### src/rtl/mtl_lcd_pkg.sv
`default_nettype none
// ============================================================================
//  Module   : mtl_lcd_pkg
//  Purpose  : MTL panel raster timing constants, RGB type and NES 2C02 palette.
//  Revision : 1.0 - initial release
// ============================================================================
package mtl_lcd_pkg;

    typedef logic [23:0] rgb24_t;

    localparam int H_TOTAL     = 1056;
    localparam int V_TOTAL     = 525;
    localparam int HSYNC_W     = 30;
    localparam int VSYNC_W     = 13;
    localparam int H_ACT_START = 50;
    localparam int V_ACT_START = 23;
    localparam int H_ACT       = 800;
    localparam int V_ACT       = 480;
    localparam int NES_X_OFS   = 16;
    localparam int NES_W_SCALED = 768;
    localparam rgb24_t BORDER_RGB = 24'h000000;

    localparam rgb24_t NES_PALETTE [64] = '{
        24'h666666, 24'h002A88, 24'h1412A7, 24'h3B00A4, 24'h5C007E, 24'h6E0040, 24'h6C0600, 24'h561D00,
        24'h333500, 24'h0B4800, 24'h005200, 24'h004F08, 24'h00404D, 24'h000000, 24'h000000, 24'h000000,
        24'hADADAD, 24'h155FD9, 24'h4240FF, 24'h7527FE, 24'hA01ACC, 24'hB71E7B, 24'hB53120, 24'h994E00,
        24'h6B6D00, 24'h388700, 24'h0C9300, 24'h008F32, 24'h007C8D, 24'h000000, 24'h000000, 24'h000000,
        24'hFFFEFF, 24'h64B0FF, 24'h9290FF, 24'hC676FF, 24'hF36AFF, 24'hFE6ECC, 24'hFE8170, 24'hEA9E22,
        24'hBCBE00, 24'h88D800, 24'h5CE430, 24'h45E082, 24'h48CDDE, 24'h4F4F4F, 24'h000000, 24'h000000,
        24'hFFFEFF, 24'hC0DFFF, 24'hD3D2FF, 24'hE8C8FF, 24'hFBC2FF, 24'hFEC4EA, 24'hFECCC5, 24'hF7D8A5,
        24'hE4E594, 24'hCFEF96, 24'hBDF4AB, 24'hB3F3CC, 24'hB5EBF2, 24'hB8B8B8, 24'h000000, 24'h000000
    };

endpackage
`default_nettype wire

### src/rtl/nes_palette_lut.sv
`default_nettype none
// ============================================================================
//  Module   : nes_palette_lut
//  Purpose  : 6-bit NES palette index to registered 24-bit RGB, 1-cycle latency.
//  Revision : 1.0 - initial release
// ============================================================================
module nes_palette_lut
    import mtl_lcd_pkg::*;
(
    input  logic       i_clk,
    input  logic       i_rstn,
    input  logic [5:0] i_idx,
    output rgb24_t     o_rgb
);

    rgb24_t rgb_q;

    always_ff @(posedge i_clk or negedge i_rstn) begin
        if (!i_rstn) begin
            rgb_q <= '0;
        end else begin
            rgb_q <= NES_PALETTE[i_idx];
        end
    end

    assign o_rgb = rgb_q;

endmodule
`default_nettype wire

### src/rtl/mtl_lcd_tx.sv
`default_nettype none
// ============================================================================
//  Module   : mtl_lcd_tx
//  Purpose  : MTL panel raster/sync generator with 3x2 NES frame upscaling.
//  Revision : 1.0 - initial release
// ============================================================================
module mtl_lcd_tx
    import mtl_lcd_pkg::*;
(
    input  logic        i_clk,
    input  logic        i_rstn,
    output logic [15:0] o_fb_addr,
    output logic        o_fb_rd,
    input  logic [5:0]  i_fb_data,
    output logic        o_hsd,
    output logic        o_vsd,
    output logic [7:0]  o_r,
    output logic [7:0]  o_g,
    output logic [7:0]  o_b,
    output logic        o_frame_start,
    output logic        o_vblank
);

    localparam int WIN_START = H_ACT_START + NES_X_OFS;
    localparam int WIN_END   = WIN_START + NES_W_SCALED;

    // Raster position whose outputs are registered on the next edge.
    logic [10:0] h_q, h_d;
    logic [9:0]  v_q, v_d;

    logic [1:0]  sub_q, sub_d;
    logic [7:0]  nx_q, nx_d;
    logic        rd_q;
    logic [15:0] addr_q;
    logic        fb_vld_q;
    logic [5:0]  idx_q;

    logic        hsd_q, vsd_q, fs_q, vblank_q, act_q, pic_q;

    logic        w_h_last, w_v_last, w_v_act, w_h_act, w_win, w_fwin, w_rd;
    logic [7:0]  w_nes_y;
    logic [5:0]  w_idx;
    rgb24_t      w_lut_rgb;
    rgb24_t      w_rgb;

    assign w_h_last = (h_q == 11'(H_TOTAL - 1));
    assign w_v_last = (v_q == 10'(V_TOTAL - 1));
    assign w_v_act  = (v_q >= 10'(V_ACT_START)) && (v_q < 10'(V_ACT_START + V_ACT));
    assign w_h_act  = (h_q >= 11'(H_ACT_START)) && (h_q < 11'(H_ACT_START + H_ACT));
    assign w_win    = w_v_act && (h_q >= 11'(WIN_START)) && (h_q < 11'(WIN_END));
    // The fetch stage works on column h+2; the window never touches line wrap.
    assign w_fwin   = w_v_act && (h_q >= 11'(WIN_START - 2)) && (h_q < 11'(WIN_END - 2));
    assign w_rd     = w_fwin && (sub_q == 2'd0);
    assign w_nes_y  = 8'((v_q - 10'(V_ACT_START)) >> 1);
    assign w_idx    = fb_vld_q ? i_fb_data : idx_q;

    always_comb begin
        h_d = h_q + 11'd1;
        v_d = v_q;
        if (w_h_last) begin
            h_d = '0;
            v_d = w_v_last ? '0 : v_q + 10'd1;
        end
    end

    // Sub-counter and nes_x are cleared outside the window, so every line restarts at x=0.
    always_comb begin
        sub_d = '0;
        nx_d  = '0;
        if (w_fwin) begin
            if (sub_q == 2'd2) begin
                sub_d = '0;
                nx_d  = nx_q + 8'd1;
            end else begin
                sub_d = sub_q + 2'd1;
                nx_d  = nx_q;
            end
        end
    end

    always_ff @(posedge i_clk or negedge i_rstn) begin
        if (!i_rstn) begin
            h_q      <= '0;
            v_q      <= '0;
            sub_q    <= '0;
            nx_q     <= '0;
            rd_q     <= 1'b0;
            addr_q   <= '0;
            fb_vld_q <= 1'b0;
            idx_q    <= '0;
            hsd_q    <= 1'b1;
            vsd_q    <= 1'b1;
            fs_q     <= 1'b0;
            vblank_q <= 1'b1;
            act_q    <= 1'b0;
            pic_q    <= 1'b0;
        end else begin
            h_q      <= h_d;
            v_q      <= v_d;
            sub_q    <= sub_d;
            nx_q     <= nx_d;
            rd_q     <= w_rd;
            if (w_rd) begin
                addr_q <= {w_nes_y, nx_q};
            end
            fb_vld_q <= rd_q;
            idx_q    <= w_idx;
            hsd_q    <= (h_q >= 11'(HSYNC_W));
            vsd_q    <= (v_q >= 10'(VSYNC_W));
            fs_q     <= (h_q == '0) && (v_q == '0);
            vblank_q <= !w_v_act;
            act_q    <= w_v_act && w_h_act;
            pic_q    <= w_win;
        end
    end

    nes_palette_lut u_lut (
        .i_clk  (i_clk),
        .i_rstn (i_rstn),
        .i_idx  (w_idx),
        .o_rgb  (w_lut_rgb)
    );

    // Final select between two registered sources keeps RGB aligned with the LUT stage.
    assign w_rgb = pic_q ? w_lut_rgb : (act_q ? BORDER_RGB : 24'h000000);

    assign o_fb_addr     = addr_q;
    assign o_fb_rd       = rd_q;
    assign o_hsd         = hsd_q;
    assign o_vsd         = vsd_q;
    assign o_frame_start = fs_q;
    assign o_vblank      = vblank_q;
    assign o_r           = w_rgb[23:16];
    assign o_g           = w_rgb[15:8];
    assign o_b           = w_rgb[7:0];

endmodule
`default_nettype wire
### config.mk
export PLATFORM = sky130hd
export DESIGN_NAME = mtl_lcd_tx
export DESIGN_NICKNAME = d
export VERILOG_FILES = /design/src/rtl/mtl_lcd_pkg.sv /design/src/rtl/nes_palette_lut.sv /design/src/rtl/mtl_lcd_tx.sv
export SDC_FILE = /design/constraint.sdc
export NUM_CORES = 1
export LEC_CHECK = 0
export ABC_AREA = 1
export ABC_CLOCK_PERIOD_IN_PS = 5480
export BUFFER_PORTS_ARGS = -buffer_cell sky130_fd_sc_hd__buf_4
export CORE_ASPECT_RATIO = 2
export CORE_MARGIN = 2
export CORE_UTILIZATION = 55
export CTS_CLUSTER_SIZE = 20
export DETAILED_ROUTE_END_ITERATION = 10
export GPL_TIMING_DRIVEN = 0
export PLACE_DENSITY = 0.75
export SLEW_MARGIN = 20
export SYNTH_ARGS = -nofsm -noshare
export SYNTH_HDL_FRONTEND = slang
export SYNTH_SLANG_ARGS = --single-unit
### constraint.sdc
create_clock -name i_clk -period 5.48 [get_ports i_clk]
set_input_delay 0.274 -clock i_clk [delete_from_list [all_inputs] [get_ports i_clk]]
set_output_delay 0.274 -clock i_clk [all_outputs]
set_load 0.05 [all_outputs]
==> flow_metrics.env, run 1 <==
export IMPL_fin_crit_sh_pct=46.9
export IMPL_tightest_slew_ps=750
export IMPL_overflow=0
export IMPL_portBuffers=52
export IMPL_synthCells=856
export IMPL_gr_usage_met1_pct=37.7
export IMPL_seq_area_frac_synth_pct=36.7
export IMPL_die_area_um2=11300
export IMPL_synth_cell_type_count=35
export IMPL_diodes=0
export IMPL_hold_class="input port to asynchronous set/reset pin"
export IMPL_initial_utilization_pct=56.5
export IMPL_tritoncts="yes"
export IMPL_swShare_pct=21.7
export IMPL_ys_top_cells_by_area="dfrtp_1 35%, nand2_1 20%, nand3_1 9.2%"
export IMPL_max_freq_mhz=389
export IMPL_num_vias=6204
export IMPL_syn2layout_area_growth_pct=15.1
export IMPL_cts_root_buf="clkbuf_16"
export IMPL_tns_ps=0
export IMPL_outcome="complete, but fails checks"
export IMPL_fin_hold_ws_ps=-29.6
export IMPL_wl_per_cell_um=20.4
export IMPL_worst_slew_margin_rel_pct=50.0
export IMPL_cp_slowest_stage_delay_ps=520
export IMPL_fillerInstances=870
export IMPL_power_share_clock_pct=49.2
export IMPL_avgSynthCellArea_um2=6.70
export IMPL_place_congestion=1.14
export IMPL_die_height_um=148
export IMPL_endpoint_kind="flip-flop"
export IMPL_final_cells=1059
export IMPL_cts_setup_buffers=0
export IMPL_cp_slowest_cell="o21ai_1"
export IMPL_antenna_found_initial=0
export IMPL_grt_start_max_net_pins=85
export IMPL_grt_pass1_wl_um=33000
export IMPL_drt_iter0_markers=541
export IMPL_grt_util_met3_pct=6.01
export IMPL_p_total_mw=1.25
export IMPL_yosysWarnings=0
export IMPL_core_area_um2=10100
export IMPL_path_buf_inv=2
export IMPL_maxCapViolCount=0
export IMPL_seqCellArea_um2=2110
export IMPL_syn_nets=885
export IMPL_multiInputGateArea_um2=3020
export IMPL_synth_top_area_cell="dfrtp_1"
export IMPL_use_met2_pct=71.8
export IMPL_htree_num_levels=3
export IMPL_synth_top_cell_area_share_pct=35.3
export IMPL_first_pass_iters=5
export IMPL_cts_resized=0
export IMPL_clk_pin_slew_ps=70
export IMPL_ant_nets=0
export IMPL_rsz0062_at_grt="false"
export IMPL_sequentialPowerShare_pct=49.5
export IMPL_cp_top_family="simple AND/OR/NAND/NOR gates"
export IMPL_crit_path_start_kind="flip-flop"
export IMPL_first_global_vias=6251
export IMPL_clock_latency_ps=340
export IMPL_clock_sinks=84
export IMPL_power_density_nw_per_um2=190
export IMPL_dp_cells=1043
export IMPL_final_core_util_pct=65.0
export IMPL_cp_required_ps=5750
export IMPL_path_cells="buf_4 -> o21ai_1 -> ha_1 -> inv_1 -> nor2_1 -> nand2_1 -> nand3_1 -> nand3_1 -> nand2_1"
export IMPL_p_switching_mw=0.272
export IMPL_grt_use_total_pct=38.5
export IMPL_drc=0
export IMPL_leakage_nw=3.85
export IMPL_slew_viol_final=0
export IMPL_hold_buffers=0
export IMPL_cts_buffers=9
export IMPL_die_x_um=76.2
export IMPL_intPower_mw=0.981
export IMPL_final_min_clock_period_ps=2570
export IMPL_final_setup_skew_ps=13.3
export IMPL_worstPathArrival_ps=2840
export IMPL_num_rows=52
export IMPL_critical_path_class="flip-flop to flip-flop"
export IMPL_drive_gt1_share_pct=15.0
export IMPL_ys_ff_latch=84
export IMPL_place_hpwl_um=16200
export IMPL_peakVddDrop_mv=0.139
export IMPL_top_usage_layer="met2"
export IMPL_vias_per_cell=5.86
export IMPL_finalSetupViolations=0
export IMPL_postRouteWirelength_um=21600
export IMPL_crit_fanout=10
export IMPL_clock_path_buffers=2
export IMPL_violations="negative hold slack"
export IMPL_power_frac_comb_pct=1.3
export IMPL_timing_hold_violations_final=32
export IMPL_io_pins=53
export IMPL_fin_nets=948
export IMPL_netlist_area_um2=5730
## worst paths after layout
| kind | slack, ps | startpoint | depth (start not counted) | end |
|---|---|---|---|---|
| hold / removal | -30 | i_rstn | 1 | h_q[5]$_DFF_PN0_ |
| setup / recovery | 2910 | fb_vld_q$_DFF_PN0_ | 9 | u_lut.o_rgb[5]$_DFF_PN0_ |
| setup reg to reg | 2910 | fb_vld_q$_DFF_PN0_ | 9 | u_lut.o_rgb[5]$_DFF_PN0_ |
| max in group asynchronous | 4970 | i_rstn | 1 | nx_q[3]$_DFFE_PN0P_ |
| hold reg to reg | 450 | o_fb_rd$_DFF_PN0_ | 0 | fb_vld_q$_DFF_PN0_ |
| min in group i_clk | 440 | i_fb_data[0] | 3 | idx_q[0]$_DFF_PN0_ |
## layout make-up
type	instances	share of cell area [%]
Buffer	31	3.17
Clock buffer	10	3.47
Clock inverter	6	1.10
Inverter	105	6.01
Multi-Input combinational cell	636	45.8
Sequential cell	84	31.9
Tap cell	135	2.56
Timing Repair Buffer	52	5.97
## state kept, by name (all words and copies together) (netlist names), 2 cells and up
signal	count
h_q	11
idx_q	6
nx_q	8
o_fb_addr	16
sub_q	2
u_lut.o_rgb	24
v_q	10
## per-layer routing
metal	vias up	wire length [µm]
met4	0	1890
li1	2808	-
met3	138	1570
met5	-	0
met1	2859	6900
met2	399	11200
## cells by family after synthesis
| logic type | after synthesis | share of synthesized area [%] |
|---|---|---|
| simple gates | 534 | 40.0 |
| buf+inv | 136 | 10.6 |
| flops | 84 | 36.7 |
| compound gates | 67 | 6.04 |
| fa+ha+maj | 21 | 4.58 |
| xor+xnor | 14 | 2.14 |
## per-stage QoR
step                      worst slack (ps)  area [µm²]
after floorplan                       3710        5730
after global placement                3020        6290
after detailed placement              3060        6290
after CTS                             3030        6600
after global routing                  2860        6600
final                                 2910        6600
## power by group through the flow
stage / Sequential (mW) / Combinational [mW] / Clock (mW)
CTS: 0.620 / 0.0168 / 0.617
global route: 0.620 / 0.0190 / 0.644
detailed placement: 0.632 / 0.0167 / 0
finish: 0.620 / 0.0163 / 0.616
global placement: 0.632 / 0.0161 / 0
floorplan: 0.632 / 0.000441 / 0
## worst reg2reg max path, delay by kind of cell (launching register included)
kind                     cells  cell delay, ps
AND/OR/NAND/NOR              5             750
AO/OA/AOI/OAI                1             520
adder cells (fa/ha/maj)      1             510
flip-flops                   1             430
buffers and inverters        2             310
## cell usage after synthesis
master / instances
a21o_1: 1
a21oi_1: 22
a31oi_1: 1
and2_1: 1
buf_2: 14
buf_4: 8
buf_6: 6
clkbuf_1: 3
clkinv_1: 1
dfrtp_1: 81
dfstp_2: 3
ha_1: 21
inv_1: 93
inv_2: 10
inv_4: 1
nand2_1: 307
nand2_2: 12
nand2_4: 3
nand3_1: 105
nand3_2: 3
nand4_1: 7
nand4_2: 1
nor2_1: 73
nor2_2: 8
nor2_4: 2
nor3_1: 9
nor3b_1: 1
nor4_1: 1
o211ai_1: 2
o21ai_0: 36
o21ai_1: 4
o21bai_1: 1
or2_2: 1
xnor2_1: 3
xor2_1: 11
## placed cells by master, fill, tap and decap left out, types with 4 or more instances in the layout
cell / n
inv_1: 93
clkbuf_16: 9
ha_1: 21
nor3_1: 9
buf_4: 59
nand4_1: 7
o21ai_0: 36
a21oi_1: 22
clkbuf_1: 4
nor2_2: 8
xor2_1: 11
nand3_1: 105
buf_6: 7
buf_2: 14
nor2_1: 73
nand2_1: 307
nand2_2: 12
inv_2: 10
dfrtp_1: 81
o21ai_1: 4
No activity file was read; power rests on OpenSTA's default activity.
==> inputs of run 2 (changes only) <==
- ABC_CLOCK_PERIOD_IN_PS: 5480 -> 2100
- PLACE_DENSITY: 0.75 -> 0.78
- clock period: 5.48 -> 2.1 ns (I/O delays scaled with it)
==> run 2 against run 1 <==
Effect of this change: the flow now finishes without violations; die area unchanged; clock skew decreased by 3.6 ps; critical path depth did not move; utilization is 1.9 points higher; first-iteration DRC count rose by 5.7%; clock-buffer cell count unchanged; register-to-register slack got worse by 2900 ps; critical path type unchanged.
==> flow_metrics.env, run 2 (same netlist as run 1, synthesis figures left out) <==
export IMPL_fillerInstances=924
export IMPL_swShare_pct=20.8
export IMPL_leakage_nw=3.87
export IMPL_cts_root_buf="clkbuf_16"
export IMPL_peakVddDrop_mv=0.424
export IMPL_cts_buffers=9
export IMPL_slew_viol_final=0
export IMPL_overflow=0
export IMPL_power_share_clock_pct=48.6
export IMPL_cp_required_ps=2320
export IMPL_vias_per_cell=5.73
export IMPL_power_density_nw_per_um2=476
export IMPL_die_height_um=148
export IMPL_reg2reg_to="u_lut.o_rgb[19]$_DFF_PN0_"
export IMPL_final_common_cell="nand2_1"
export IMPL_first_global_vias=5899
export IMPL_final_core_util_pct=66.9
export IMPL_intPower_mw=2.56
export IMPL_wl_met2_um=11000
export IMPL_wl_met1_um=6550
export IMPL_max_freq_mhz=484
export IMPL_hold_path_endpoint="idx_q[1]$_DFF_PN0_"
export IMPL_ant_nets=0
export IMPL_p_total_mw=3.23
export IMPL_top_layer="met4"
export IMPL_wl_per_cell_um=19.7
export IMPL_critical_path_class="flip-flop to flip-flop"
export IMPL_final_setup_skew_ps=9.61
export IMPL_r2r_slack_ps=40
export IMPL_largest_reg_flops=24
export IMPL_drive_gt1_share_pct=17.6
export IMPL_die_x_um=76.2
export IMPL_sequentialPowerShare_pct=50.1
export IMPL_clock_latency_ps=330
export IMPL_r2r_start="fb_vld_q$_DFF_PN0_"
export IMPL_crit_path_start_kind="flip-flop"
export IMPL_finalSetupViolations=0
export IMPL_maxCapViolCount=0
export IMPL_die_area_um2=11300
export IMPL_syn2layout_area_growth_pct=18.5
export IMPL_num_rows=52
export IMPL_place_congestion=1.08
export IMPL_timing_hold_violations_final=0
export IMPL_finalWorstSetupSlack_ps=35.7
export IMPL_first_pass_iters=6
export IMPL_place_hpwl_um=15600
export IMPL_crit_fanout=12
export IMPL_r2r_cells=9
export IMPL_final_min_clock_period_ps=2060
export IMPL_dp_cells=1043
export IMPL_grt_use_total_pct=37.1
export IMPL_diodes=0
export IMPL_p_switching_mw=0.671
export IMPL_holdPathStages=3
export IMPL_fin_nets=950
export IMPL_final_cells=1061
export IMPL_clock_path_buffers=2
export IMPL_endpoint_kind="flip-flop"
export IMPL_antenna_found_initial=0
export IMPL_num_vias=6078
export IMPL_worstPathArrival_ps=2280
export IMPL_preCtsSetupSlack_ps=-443
export IMPL_clock_sinks=84
export IMPL_power_frac_comb_pct=1.4
export IMPL_initial_utilization_pct=56.5
export IMPL_drt_iter0_markers=572
export IMPL_io_pins=53
export IMPL_postRouteWirelength_um=20900
export IMPL_outcome="completed"
export IMPL_tritoncts="yes"
export IMPL_core_area_um2=10100
export IMPL_htree_num_levels=3
export IMPL_worstHoldStart="i_fb_data[1]"
export IMPL_grt_pass1_wl_um=31700
export IMPL_routed_wl_met3_um=1340
export IMPL_grt_start_max_net_pins=85
export IMPL_portBuffers=52
export IMPL_fin_crit_sh_pct=98.3
export IMPL_drc=0
export IMPL_worst_slew_margin_rel_pct=48.9
export IMPL_hold_class="input port to flip-flop"
export IMPL_clk_pin_slew_ps=60
export IMPL_tightest_slew_ps=767
export IMPL_mostFrequentLayoutCells="300 x nand2_1, 98 x nand3_1, 92 x inv_1, 81 x dfrtp_1, 72 x nor2_1"
-- run 2: cell count changes in the layout (fill, tap and decap cells not counted), sizes merged --
| cell | previous run | this run |
|---|---|---|
| buf | 80 | 81 |
| inv | 105 | 106 |
| clkinvlp | 1 | 2 |
| dlygate4sd3 | 0 | 1 |
| clkinv | 4 | 2 |
-- run 2: per-layer routing --
layer | track usage, % | vias to the layer above
met3 | 5.46 | 132
li1 | - | 2810
met2 | 69.8 | 350
met5 | 0 | -
met4 | 29.7 | 0
met1 | 35.0 | 2786
-- run 2: layout make-up --
type	instances	area (µm²)	share of cell area, %
Clock buffer	10	229	3.37
Sequential cell	84	2110	31.0
Buffer	31	216	3.19
Inverter	105	397	5.84
Clock inverter	6	71.3	1.05
Tap cell	135	169	2.49
Multi-Input combinational cell	636	3180	46.8
Timing Repair Buffer	54	424	6.24
-- run 2: how the worst max path moves through the flow --
stage / start / endpoint / slack [ps]
finish: fb_vld_q$_DFF_PN0_ / u_lut.o_rgb[19]$_DFF_PN0_ / 40
global route: fb_vld_q$_DFF_PN0_ / u_lut.o_rgb[9]$_DFF_PN0_ / -20
CTS: fb_vld_q$_DFF_PN0_ / u_lut.o_rgb[19]$_DFF_PN0_ / 20
detailed placement: fb_vld_q$_DFF_PN0_ / u_lut.o_rgb[18]$_DFF_PN0_ / -440
global placement: fb_vld_q$_DFF_PN0_ / u_lut.o_rgb[18]$_DFF_PN0_ / -500
floorplan: fb_vld_q$_DFF_PN0_ / u_lut.o_rgb[5]$_DFF_PN0_ / 330
-- run 2: repair_timing --
item,CTS,global route
gates resized for setup,12,24
setup buffers,0,1
endpoints found under the setup margin,24,18
hold endpoints to repair,29,0
pin swaps,0,5
hold buffers,1,0
-- run 2: critical path, stage by stage, from the launching register on --
cell and delay, ps:
dfrtp_1 420, inv_2 160, nand2_1 110, nand2_4 210, ha_1 370, nand2_1 160
nand3_1 120, nand3_1 140, nand3_1 170, nand2_1 80
-- run 2: through the flow --
step,area (µm²),TNS (ps),hold WS (ps)
after global routing,6790,-40.3,231
after detailed placement,6290,-5240,335
after floorplan,5730,0,-191
after CTS,6660,0,133
after global placement,6290,-5890,330
final,6790,0,223
-- run 2: power by group through the flow --
stage	registers, mW	logic, mW	clock network, mW
6_report	1.62	0.0439	1.57
5_1_grt	1.62	0.0528	1.65
4_1_cts	1.62	0.0450	1.60
3_5_place_dp	1.65	0.0434	0
3_3_place_gp	1.65	0.0428	0
2_1_floorplan	1.65	0.00115	0
